### src/rtl/hdd_rate_probe.sv
// hdd_rate_probe
// ---------------------------------------------------------------------------
// Measures flux-transition intervals on the selected HDD read-data line over
// a fixed window. It builds a 16-bin histogram (16 clk per bin) and scans it
// for the shortest and longest populated bins. From those it classifies the
// drive as MFM 5M, RLL 7.5M or ESDI 10M.
//
// Optional build macro: HDD_RATE_HIST_READBACK_EN
//   adds hist_sel[3:0] / hist_count[15:0] for registered histogram readback.
//
// Ports
//   clk               300 MHz HDD clock
//   reset_n           synchronous active-low reset
//   probe_start       start pulse, accepted in IDLE only
//   use_differential  source select, latched on the accepted start
//   read_data_se      single-ended read data
//   read_data_p/_n    differential read data (used as p^n)
//   index_pulse       index reference; opens the sample window
//   probe_busy        high from the cycle after start until DONE
//   probe_done        one-cycle pulse when results are final
//   rate_valid        rate_code != 0
//   rate_code         0 unknown, 1 MFM, 2 RLL, 3 ESDI
//   min_bin/max_bin   lowest/highest populated bin (0 if none)
//   total_intervals   binned intervals (saturating)
//   overflow_count    intervals >= 256 clk (saturating)
//   glitch_count      intervals < GLITCH_MIN (saturating)
// ---------------------------------------------------------------------------
module hdd_rate_probe #(
   parameter logic [23:0] WINDOW       = 24'd1_500_000,
   parameter logic [9:0]  GLITCH_MIN   = 10'd10,
   parameter logic [15:0] MIN_BIN_HITS = 16'd64
) (
   input  logic        clk,
   input  logic        reset_n,
   input  logic        probe_start,
   input  logic        use_differential,
   input  logic        read_data_se,
   input  logic        read_data_p,
   input  logic        read_data_n,
   input  logic        index_pulse,
`ifdef HDD_RATE_HIST_READBACK_EN
   input  logic [3:0]  hist_sel,
   output logic [15:0] hist_count,
`endif
   output logic        probe_busy,
   output logic        probe_done,
   output logic        rate_valid,
   output logic [1:0]  rate_code,
   output logic [3:0]  min_bin,
   output logic [3:0]  max_bin,
   output logic [15:0] total_intervals,
   output logic [15:0] overflow_count,
   output logic [7:0]  glitch_count
);

   typedef enum logic [2:0] {IDLE, WAIT_INDEX, SAMPLE, SCAN, CLASSIFY, DONE} state_t;

   state_t             state;
   logic               src_diff;
   logic               d_prev;
   logic               first_edge;
   logic               found;
   logic [24:0]        sample_counter;   // one bit wider so it can exceed WINDOW
   logic [9:0]         interval;
   logic [3:0]         scan_idx;
   logic [15:0][15:0]  hist;

   logic               d;
   logic               flux_edge;
   logic [9:0]         ival_next;
   logic [1:0]         code;

   assign d         = src_diff ? (read_data_p ^ read_data_n) : read_data_se;
   assign flux_edge = d ^ d_prev;
   // Interval value as seen on this cycle; equals the clk distance between
   // the previous edge and this one.
   assign ival_next = (interval == 10'h3FF) ? interval : interval + 10'd1;

   always_comb begin
      code = 2'd0;
      if (found) begin
         if (min_bin == 4'd1 || min_bin == 4'd2)
            code = 2'd3;
         else if (min_bin == 4'd3 || min_bin == 4'd4)
            code = (max_bin >= 4'd9) ? 2'd2 : 2'd1;
      end
   end

   always_ff @(posedge clk) begin
      if (!reset_n) begin
         state           <= IDLE;
         src_diff        <= 1'b0;
         d_prev          <= 1'b0;
         first_edge      <= 1'b0;
         found           <= 1'b0;
         sample_counter  <= '0;
         interval        <= '0;
         scan_idx        <= '0;
         hist            <= '0;
         probe_busy      <= 1'b0;
         probe_done      <= 1'b0;
         rate_valid      <= 1'b0;
         rate_code       <= '0;
         min_bin         <= '0;
         max_bin         <= '0;
         total_intervals <= '0;
         overflow_count  <= '0;
         glitch_count    <= '0;
      end else begin
         d_prev <= d;
         case (state)
            IDLE: begin
               if (probe_start) begin
                  src_diff        <= use_differential;
                  hist            <= '0;
                  total_intervals <= '0;
                  overflow_count  <= '0;
                  glitch_count    <= '0;
                  rate_code       <= '0;
                  rate_valid      <= 1'b0;
                  min_bin         <= '0;
                  max_bin         <= '0;
                  found           <= 1'b0;
                  first_edge      <= 1'b1;
                  sample_counter  <= '0;
                  interval        <= '0;
                  probe_busy      <= 1'b1;
                  state           <= WAIT_INDEX;
               end
            end

            WAIT_INDEX: begin
               // Counter doubles as the missing-index timeout.
               if (index_pulse || sample_counter > {1'b0, WINDOW}) begin
                  sample_counter <= '0;
                  interval       <= '0;
                  state          <= SAMPLE;
               end else begin
                  sample_counter <= sample_counter + 25'd1;
               end
            end

            SAMPLE: begin
               interval <= flux_edge ? 10'd0 : ival_next;
               if (flux_edge) begin
                  // The first edge only starts the first interval.
                  if (first_edge)
                     first_edge <= 1'b0;
                  else if (ival_next < GLITCH_MIN) begin
                     if (glitch_count != 8'hFF) glitch_count <= glitch_count + 8'd1;
                  end else if (ival_next >= 10'd256) begin
                     if (overflow_count != 16'hFFFF) overflow_count <= overflow_count + 16'd1;
                  end else begin
                     if (hist[ival_next[7:4]] != 16'hFFFF)
                        hist[ival_next[7:4]] <= hist[ival_next[7:4]] + 16'd1;
                     if (total_intervals != 16'hFFFF)
                        total_intervals <= total_intervals + 16'd1;
                  end
               end
               if (sample_counter == {1'b0, WINDOW - 24'd1}) begin
                  scan_idx <= '0;
                  state    <= SCAN;
               end else begin
                  sample_counter <= sample_counter + 25'd1;
               end
            end

            SCAN: begin
               if (hist[scan_idx] >= MIN_BIN_HITS) begin
                  if (!found) min_bin <= scan_idx;
                  max_bin <= scan_idx;
                  found   <= 1'b1;
               end
               if (scan_idx == 4'd15) state <= CLASSIFY;
               else                   scan_idx <= scan_idx + 4'd1;
            end

            CLASSIFY: begin
               rate_code  <= code;
               rate_valid <= (code != 2'd0);
               probe_done <= 1'b1;
               probe_busy <= 1'b0;
               state      <= DONE;
            end

            DONE: begin
               probe_done <= 1'b0;
               state      <= IDLE;
            end

            default: state <= IDLE;
         endcase
      end
   end

`ifdef HDD_RATE_HIST_READBACK_EN
   always_ff @(posedge clk) begin
      if (!reset_n) hist_count <= '0;
      else          hist_count <= hist[hist_sel];
   end
`endif

endmodule

### config.mk
export PLATFORM = sky130hd
export DESIGN_NAME = hdd_rate_probe
export DESIGN_NICKNAME = d
export VERILOG_FILES = /design/src/rtl/hdd_rate_probe.sv
export SDC_FILE = /design/constraint.sdc
export NUM_CORES = 1
export LEC_CHECK = 0
export CAP_MARGIN = 0
export CORE_MARGIN = 1.5
export CORE_UTILIZATION = 40
export CTS_CLUSTER_SIZE = 20
export DETAILED_ROUTE_END_ITERATION = 8
export PLACE_DENSITY = 0.6
export SYNTH_ARGS = -nofsm -noshare
export SYNTH_HDL_FRONTEND = slang
export SYNTH_SLANG_ARGS = --single-unit
### constraint.sdc
create_clock -name clk -period 6.2 [get_ports clk]
set_input_delay 1.24 -clock clk [delete_from_list [all_inputs] [get_ports clk]]
set_output_delay 1.24 -clock clk [all_outputs]
set_load 0.05 [all_outputs]
### Yosys cells after proc, flatten, opt, wreduce, memory -nomap -nowiden

Index checks and enable logic that the tools add are counted.

| storage, ports and cells | value |
|---|---|
| register bits after elaboration | 355 |
| output and inout bits | 53 |
| word-level logic and storage cells | 181 |

| cells by class | value |
|---|---|
| add/sub/neg operators | 7 |
| magnitude comparators | 8 |
| equal/unequal tests | 34 |
| mux-type cells | 72 |
| bitwise gates (word level) | 2 |
| reduce and logical (&&, ||, !) cells | 25 |

Operators with widths:

| operator | number |
|---|---|
| 2-to-1 mux 256 bit | 6 |
| case mux 256 bit (2 select lines) | 1 |
| bitwise mux 256 bit | 1 |
| 2-to-1 mux 16 bit | 14 |
| binary-select mux 16 bit (select 4 bit) | 2 |
| 2-to-1 mux 25 bit | 3 |
| case mux 25 bit (3 select lines) | 1 |
| demux 16 bit (select 4 bit) | 1 |
| case mux 16 bit (2 select lines) | 2 |
| adder 16 x 1 -> 16 bit, second input constant | 3 |
| inequality test 16 bit, second input constant | 3 |
| 2-to-1 mux 10 bit | 4 |
| 2-to-1 mux 8 bit | 5 |
| inequality test 2 bit, second input constant | 18 |
| case mux 10 bit (3 select lines) | 1 |
| adder 25 x 1 -> 25 bit, second input constant | 1 |
| == test 25 x 21 -> 1 bit, second input constant | 1 |
| greater-than comparator 25 x 21 -> 1 bit, second input constant | 1 |
| 2-to-1 mux 4 bit | 6 |
| case mux 4 bit (2 select lines) | 3 |
| AND reduction 7 bit | 3 |
| >= comparator 16 x 7 -> 1 bit, second input constant | 1 |
| case mux 8 bit (2 select lines) | 1 |
| case mux 3 bit (5 select lines) | 1 |
| other kinds (32) | 65 |

### Longest topological paths before layout

Gate-level depths: netlist of the first run.

| logic depth | value |
|---|---|
| word-level depth | 13 |
| mapped depth | 27 |
| depth with buffers taken out | 16 |

### Worst setup path after synthesis of the first run

No wires, ideal clock.

| timing | value |
|---|---|
| path kind | flip-flop to flip-flop |
| start point | register interval[1] |
| end point | register hist[15] (netlist name) |
| library setup time | 75 ps |
| arrival time | 4620 ps |
| required time | 6125 ps |
| setup slack | 1505 ps |
| stages on the path, launching flop included | 27 |
| cell sequence | dfxtp_1 > ha_1 > buf_2 > nand4_4 > o21ai_4 > nand2_4 > buf_8 > buf_8 > buf_8 > buf_8 > buf_6 > a211oi_1 > o31ai_1 > o22ai_2 > clkbuf_1 > inv_1 > ha_1 > inv_1 > a41oi_1 > o211ai_1 > a21oi_2 > and3_1 > buf_2 > buf_4 > buf_6 > or3_1 > o22ai_1 |

| between the ends | value |
|---|---|
| word-level cells in the longest chain between the ends | 13 |
| elaborated cells between the ends (all ways) | 25 |
| classes of those cells | add/sub (2); order compare (4); eq/ne (5); mux (12); reduce/logical (2) |

Ends and longest elaborated chain:

| item | line | source |
|---|---|---|
| from (decl) | 64 | `logic [9:0] interval;` |
| from (signal assigned) | 144 | `interval <= flux_edge ? 10'd0 : ival_next;` |
| adder 10 x 1 -> 10 bit / == test 10 bit (equally long branches) | 77 | `assign ival_next = (interval == 10'h3FF) ? interval : interval + 10'd1;` |
| 2-to-1 mux 10 bit (*) | 77 |  |
| parallel branches: the longest is 11 deep, another holds adder 16 x 1 -> 16 bit | -- |  |
| to (signal, indexed assignment) | 155 | `hist[ival_next[7:4]] <= hist[ival_next[7:4]] + 16'd1;` |
| to (decl) | 66 | `logic [15:0][15:0] hist;` |

Every way passes the cells marked *. The select of a mux whose other input is x is not followed.
A chain may end at the register's enable or synchronous reset.

### Worst setup path after layout of the first run

| timing | value |
|---|---|
| start point | register interval[0] |
| end point | register hist[55] (netlist name) |

The elaborated chain is that of the path after synthesis.

==> results.sh, run 1 <==
export IMPL_ys_flop_type="dfxtp_1"
export IMPL_critical_path_arrival_ns=6.37
export IMPL_relSlewSlack_pct=20.0
export IMPL_overflow=0
export IMPL_leakage_nw=6.69
export IMPL_grt_pass1_vias=18300
export IMPL_htreeDepth=2
export IMPL_timing_final_ws_setup_ns=0.329
export IMPL_dp_hpwl_mm=47.9
export IMPL_rsz0062_at_grt="no"
export IMPL_ys_seq_area_share_pct=38.1
export IMPL_cp_cell_sequence="ha_1, and4_1, o21ai_4, nand2_4, buf_4, nor2_1, o311a_1, a211oi_1, nand3_1, a21oi_2, and3_4, buf_4, buf_4, o21ai_0, a21oi_1"
export IMPL_insertion_delay_ns=0.58
export IMPL_timing_rr_start="interval[0]"
export IMPL_outcome="complete, no violations"
export IMPL_cts_hold_buf=0
export IMPL_synth_fp_nets=2430
export IMPL_syn_to_final_growth_pct=13.1
export IMPL_numCtsBuffers=41
export IMPL_dr_pass1_iters=8
export IMPL_endpoint_kind="flip-flop"
export IMPL_synth_edf_count=0
export IMPL_synth_area_leaders="dfxtp_1, o21ai_0, a21oi_1"
export IMPL_max_vdd_ir_drop_uv=235
export IMPL_tritoncts="built"
export IMPL_final_common_cell="dfxtp_1"
export IMPL_path_clk_slew_ns=0.06
export IMPL_critPathCapture="hist[55]"
export IMPL_rr_endpoint="hist[55]"
export IMPL_viasPerCell=6.45
export IMPL_max_freq_mhz=170
export IMPL_ctsResizeCount=0
export IMPL_ys_warn_count=0
export IMPL_synth_async_sr_flop_share_pct=0
export IMPL_rows=78
export IMPL_hold_viol=0
export IMPL_setup_viol=0
export IMPL_vias=19400
export IMPL_start_util_pct=40.8
export IMPL_drive_gt1_share_pct=8.87
export IMPL_synth_avg_cell_area_sq_um=7.72
export IMPL_slowest_stage="a211oi_1"
export IMPL_grtUsageTotal_pct=29.7
export IMPL_grt_max_degree=109
export IMPL_cap_violations=0
export IMPL_criticalPathCategory="flip-flop to flip-flop"
export IMPL_post_cts_buffers=0
export IMPL_cpPeakStageDelay_ns=0.68
export IMPL_clockBufferDepth=3
export IMPL_fin_crit_sh_pct=94.7
export IMPL_io_pins=61
export IMPL_routedWlPerCell_um=24.0
export IMPL_yosysUniqueCellTypes=92
export IMPL_synth_top_area_cell="dfxtp_1"
export IMPL_crit_required_ns=6.70
export IMPL_layout_common_cells="dfxtp_1, nand2_1, o21ai_0, a21oi_1, nand3_1"
export IMPL_syn_inst=2414
export IMPL_yosysTopAreaCellShare_pct=38.1
export IMPL_netlist_area_sq_mm=0.0186
export IMPL_drc_errors=0
export IMPL_r2r_slack_ns=0.33
export IMPL_cts_num_sinks=355
export IMPL_antenna_left=0
export IMPL_worstPathMaxFanout=42
export IMPL_place_ws_ns=0.646
export IMPL_startpoint="interval[0]"
export IMPL_grt_pass1_wl_mm=110
export IMPL_synth_seq_cells=355
export IMPL_power_density_mw_per_mm2=270
export IMPL_crit_path_frequent_cell="buf_4"
export IMPL_core_sq_mm=0.0457
export IMPL_slew_violations=0
export IMPL_fp_dieW_um=219
export IMPL_fin_nets=2401
export IMPL_min_period_ns=5.87
export IMPL_gp_congestion=0.958
export IMPL_portBuffers=60
export IMPL_cts_root_buffer="clkbuf_16"
export IMPL_start_kind="flip-flop"
export IMPL_power_mw=5.69
export IMPL_first_iter_violations=2501
export IMPL_hp_class="flip-flop to flip-flop"
export IMPL_dieArea_sq_mm=0.0479
export IMPL_tightest_slew_ns=1.18
export IMPL_reg2reg_depth=15
export IMPL_dieHeight_um=219
export IMPL_finClkSkew_ns=0.0209
export IMPL_fin_setup_tns_ns=0
export IMPL_wirelength_mm=72.5
export IMPL_antenna_found_initial=2
==> per-layer routing <==
layer	part of all wire [%]	GRT usage, %	vias to the layer above	wire length, um
met1	42	40.6	9326	30200
met5	0	0	-	0
met4	4.1	12.5	0	2960
li1	-	-	8795	-
met2	43	44.6	1110	31300
met3	11	6.63	203	8040
==> registers in the layout, indices dropped and copies added (netlist names), 3 cells and up <==
name	count
total_intervals	16
interval	10
state	3
sample_counter	25
overflow_count	16
glitch_count	8
min_bin	4
max_bin	4
hist	256
scan_idx	4
==> report_power, final <==
group	internal (mW)	total, mW	switching [mW]
registers	2.30	2.33	0.0274
clock network	1.39	2.41	1.02
logic	0.196	0.949	0.753
total	3.89	5.69	1.80
==> how the worst min path moves through the flow <==
stage | depth (start not counted) | startpoint | endpoint
final | 2 | first_edge | first_edge
after global routing | 2 | first_edge | first_edge
after CTS | 2 | first_edge | first_edge
after detailed placement | 2 | first_edge | first_edge
after global placement | 2 | first_edge | first_edge
after floorplan | 2 | first_edge | first_edge
==> synthesized netlist by cell type (26+ instances only) <==
library cell	n
xnor2_1	26
o22ai_1	84
a21oi_1	235
dfxtp_1	355
clkbuf_1	142
nand4_1	96
nor4_1	32
nand2_1	285
nand3_1	198
nor2_1	172
o21ai_0	237
mux2i_1	38
nor3_1	37
buf_2	51
and3_1	41
a211oi_1	40
xor2_1	37
==> stage by stage <==
stage          cells  hold WS [ns]  util (%)  cell area [sq um]
3_3_place_gp    2942         0.447      43.3              19800
6_report        3013         0.457      46.2              21100
2_1_floorplan   2414         0.436         -              18600
4_1_cts         3012         0.460      46.2              21100
3_5_place_dp    2942         0.452      43.3              19800
5_1_grt         3012         0.479      46.2              21100
==> critical path: cells and delay by family (launching register included) <==
family / cells / cell delay, ns
AOI/OAI and AO/OA: 6 / 1.84
and+or+nand+nor: 5 / 1.80
buffers and inverters: 3 / 1.23
DFF: 1 / 0.43
adders and majority gates: 1 / 0.46
==> logic make-up after synthesis <==
group                      Yosys count  share of synthesized area, %
AOI/OAI and AO/OA                  736                          23.7
xor gates and xnor gates            66                          3.22
adders and majority gates            8                         0.537
buffers and inverters              245                          5.92
DFF                                355                          38.1
muxes                               58                          3.62
and+or+nand+nor                    946                          24.9
==> final cells by class <==
type,instances,area (sq um)
Inverter,25,98.8
Timing Repair Buffer,148,1300
Sequential cell,355,7110
Antenna cell,1,2.50
Clock buffer,60,1210
Multi-Input combinational cell,1814,10500
Tap cell,600,751
Fill cell,4497,24600
Clock inverter,10,97.6
(Power assumes the default switching activity.)
==> run 2, diff against run 1 <==
--- a/config.mk
+++ b/config.mk
@@ -5,6 +5,7 @@
 export SDC_FILE = /design/constraint.sdc
 export NUM_CORES = 1
 export LEC_CHECK = 0
+export ABC_AREA = 1
 export CAP_MARGIN = 0
 export CORE_MARGIN = 1.5
 export CORE_UTILIZATION = 40
==> constraint.sdc (replaced) <==
create_clock -name clk -period 6 [get_ports clk]
set_input_delay 1.2 -clock clk [delete_from_list [all_inputs] [get_ports clk]]
set_output_delay 1.2 -clock clk [all_outputs]
set_load 0.05 [all_outputs]
==> run 2 against run 1 <==
Effect of this change:
- sequential power increased by 5%
- sequential share of layout area fell by 0.33 points
- global-route usage is 4.9 points lower
- worst setup slack improved by 1.0 ns
- worst hold slack improved by 0.0020 ns
- largest power group unchanged
==> results.sh, run 2 <==
export IMPL_portBuffers=60
export IMPL_start_kind="flip-flop"
export IMPL_ys_flop_type="dfxtp_1"
export IMPL_place_ws_ns=1.44
export IMPL_crit_required_ns=6.50
export IMPL_timing_final_ws_setup_ns=1.35
export IMPL_place_area_sq_mm=0.0199
export IMPL_core_sq_mm=0.0467
export IMPL_antenna_left=0
export IMPL_final_common_cell="nand2_1"
export IMPL_yosysUniqueCellTypes=48
export IMPL_synth_most_common_cell="nand2_1"
export IMPL_largest_reg_flops=256
export IMPL_cpPeakStageDelay_ns=0.54
export IMPL_synth_seq_cells=355
export IMPL_fp_dieW_um=221
export IMPL_syn_inst=2961
export IMPL_synth_avg_cell_area_sq_um=6.40
export IMPL_vias=19100
export IMPL_first_iter_violations=1757
export IMPL_outcome="complete, no violations"
export IMPL_cts_num_sinks=355
export IMPL_insertion_delay_ns=0.59
export IMPL_dieHeight_um=221
export IMPL_numCtsBuffers=43
export IMPL_post_cts_buffers=0
export IMPL_wirelength_mm=60.8
export IMPL_finClkSkew_ns=0.0182
export IMPL_ys_warn_count=0
export IMPL_leakage_nw=7.58
export IMPL_grt_max_degree=147
export IMPL_slowest_stage="nand3_1"
export IMPL_worstPathMaxFanout=68
export IMPL_syn_to_final_growth_pct=12.4
export IMPL_slew_violations=0
export IMPL_synth_edf_count=0
export IMPL_gp_congestion=0.901
export IMPL_rsz0062_at_grt="no"
export IMPL_reg_largest_list="hist (256), sample_counter (25)"
export IMPL_drive_gt1_share_pct=5.32
export IMPL_cts_root_buffer="clkbuf_16"
export IMPL_setup_viol=0
export IMPL_layout_common_cells="nand2_1, dfxtp_1, a21oi_1, inv_1, nor2_1"
export IMPL_grt_pass1_wl_mm=95.9
export IMPL_io_pins=61
export IMPL_grt_pass1_vias=17700
export IMPL_max_vdd_ir_drop_uv=277
export IMPL_synth_top_area_cell="dfxtp_1"
export IMPL_hold_viol=0
export IMPL_fin_nets=2954
export IMPL_critical_path_arrival_ns=5.15
export IMPL_fin_setup_tns_ns=0
export IMPL_r2r_slack_ns=1.35
export IMPL_dr_pass1_iters=6
export IMPL_overflow=0
export IMPL_start_util_pct=40.6
export IMPL_rows=79
export IMPL_criticalPathCategory="flip-flop to flip-flop"
export IMPL_crit_buf_inv=2
export IMPL_grtUsageTotal_pct=24.8
export IMPL_tightest_slew_ns=1.01
export IMPL_endpoint_kind="flip-flop"
export IMPL_fin_area_sq_mm=0.0213
export IMPL_yosysTopAreaCellShare_pct=37.5
export IMPL_crit_path_frequent_cell="nand2_1"
export IMPL_routedWlPerCell_um=17.0
export IMPL_tritoncts="built"
export IMPL_ctsResizeCount=0
export IMPL_cp_cell_sequence="ha_1, nand3_1, nand2_1, nand2_4, nand2_4, buf_12, o21ai_0, nand2_1, nand2_1, nand2_1, nand2_1, nor2_1, nand2_1, nor2_1, nand4_4, buf_4, nand3_1, nand2_1, a21oi_1"
export IMPL_dp_hpwl_mm=39.8
export IMPL_synth_fp_nets=2977
export IMPL_power_density_mw_per_mm2=320
export IMPL_relSlewSlack_pct=32.8
export IMPL_max_freq_mhz=215
export IMPL_path_clk_slew_ns=0.06
export IMPL_cts_hold_buf=0
export IMPL_viasPerCell=5.34
export IMPL_antenna_cells=0
export IMPL_drc_errors=0
export IMPL_clockBufferDepth=3
export IMPL_netlist_area_sq_mm=0.0189
export IMPL_cp_top_family="simple AND/OR/NAND/NOR gates"
export IMPL_synth_async_sr_flop_share_pct=0
export IMPL_ys_seq_area_share_pct=37.5
export IMPL_largest_register="hist"
export IMPL_antenna_found_initial=0
export IMPL_synth_area_leaders="dfxtp_1, nand2_1, a21oi_1"
export IMPL_dieArea_sq_mm=0.0487
export IMPL_cap_violations=0
export IMPL_htreeDepth=2
export IMPL_netlist_top_cells_count="nand2_1, dfxtp_1, a21oi_1"
export IMPL_fin_crit_sh_pct=77.5
export IMPL_hp_class="flip-flop to flip-flop"
export IMPL_min_period_ns=4.65
==> run 2: cell types whose count changed after synthesis, sizes merged, moves of 35 or more <==
cell    before   now
nand3      198   142
mux2i       39     0
a211oi      42     7
and3        41     2
nand3b       7    55
o21ai      240    70
clkbuf     142    59
a21oi      236   320
buf         78   115
nand2      287  1127
inv         24   251
o22ai       85     0
==> run 2: area by class of cell <==
cell class,count,area (sq um)
Sequential cell,355,7110
Multi-Input combinational cell,2180,10100
Clock inverter,16,145
Clock buffer,63,1250
Timing Repair Buffer,106,1020
Fill cell,4906,25400
Tap cell,607,759
Inverter,252,953
==> run 2: routing by layer <==
| layer | routed length, um | global-route usage (%) | up-vias |
|---|---|---|---|
| met5 | 0 | 0 | - |
| met4 | 1780 | 8.33 | 0 |
| met2 | 27800 | 40.4 | 635 |
| met1 | 26700 | 33.1 | 8847 |
| li1 | - | - | 9508 |
| met3 | 4470 | 4.25 | 117 |
==> run 2: final timing paths <==
path,startpoint,end,cells after the start
max,interval[0],hist[184],19
min,hist[2],hist[2],2
max reg2reg,interval[0],hist[184],19
min reg2reg,hist[2],hist[2],2
==> run 2: per-stage QoR <==
step	std cells	total power, mW	hold WS, ns	util, %
detailed placement	3500	4.24	0.452	42.7
floorplan	2961	3.71	0.434	-
global placement	3500	4.23	0.446	42.7
global route	3579	7.09	0.472	45.7
CTS	3579	6.82	0.460	45.7
finish	3579	6.81	0.459	45.7
==> run 2: logic make-up (layout without fill, tap and decap cells) <==
| kind of cell | after synthesis | after routing | share of synthesized area, % |
|---|---|---|---|
| flip-flops | 355 | 355 | 37.5 |
| AO/OA/AOI/OAI | 434 | 434 | 12.2 |
| buffers and inverters | 426 | 437 | 9.58 |
| XOR/XNOR | 29 | 29 | 1.42 |
| adder cells (fa/ha/maj) | 8 | 8 | 0.528 |
| AND/OR/NAND/NOR | 1709 | 1709 | 38.8 |
==> run 2: tightest hold or removal path, cell delays in order, from the launching register on <==
cell and delay (ns):
dfxtp_1 0.30, nand2_1 0.06, a21oi_1 0.05
==> run 2: power breakdown <==
part,switching (mW),internal (mW)
Sequential,0.0440,2.41
Clock,1.06,1.53
Combinational,1.43,0.340
Total,2.53,4.28
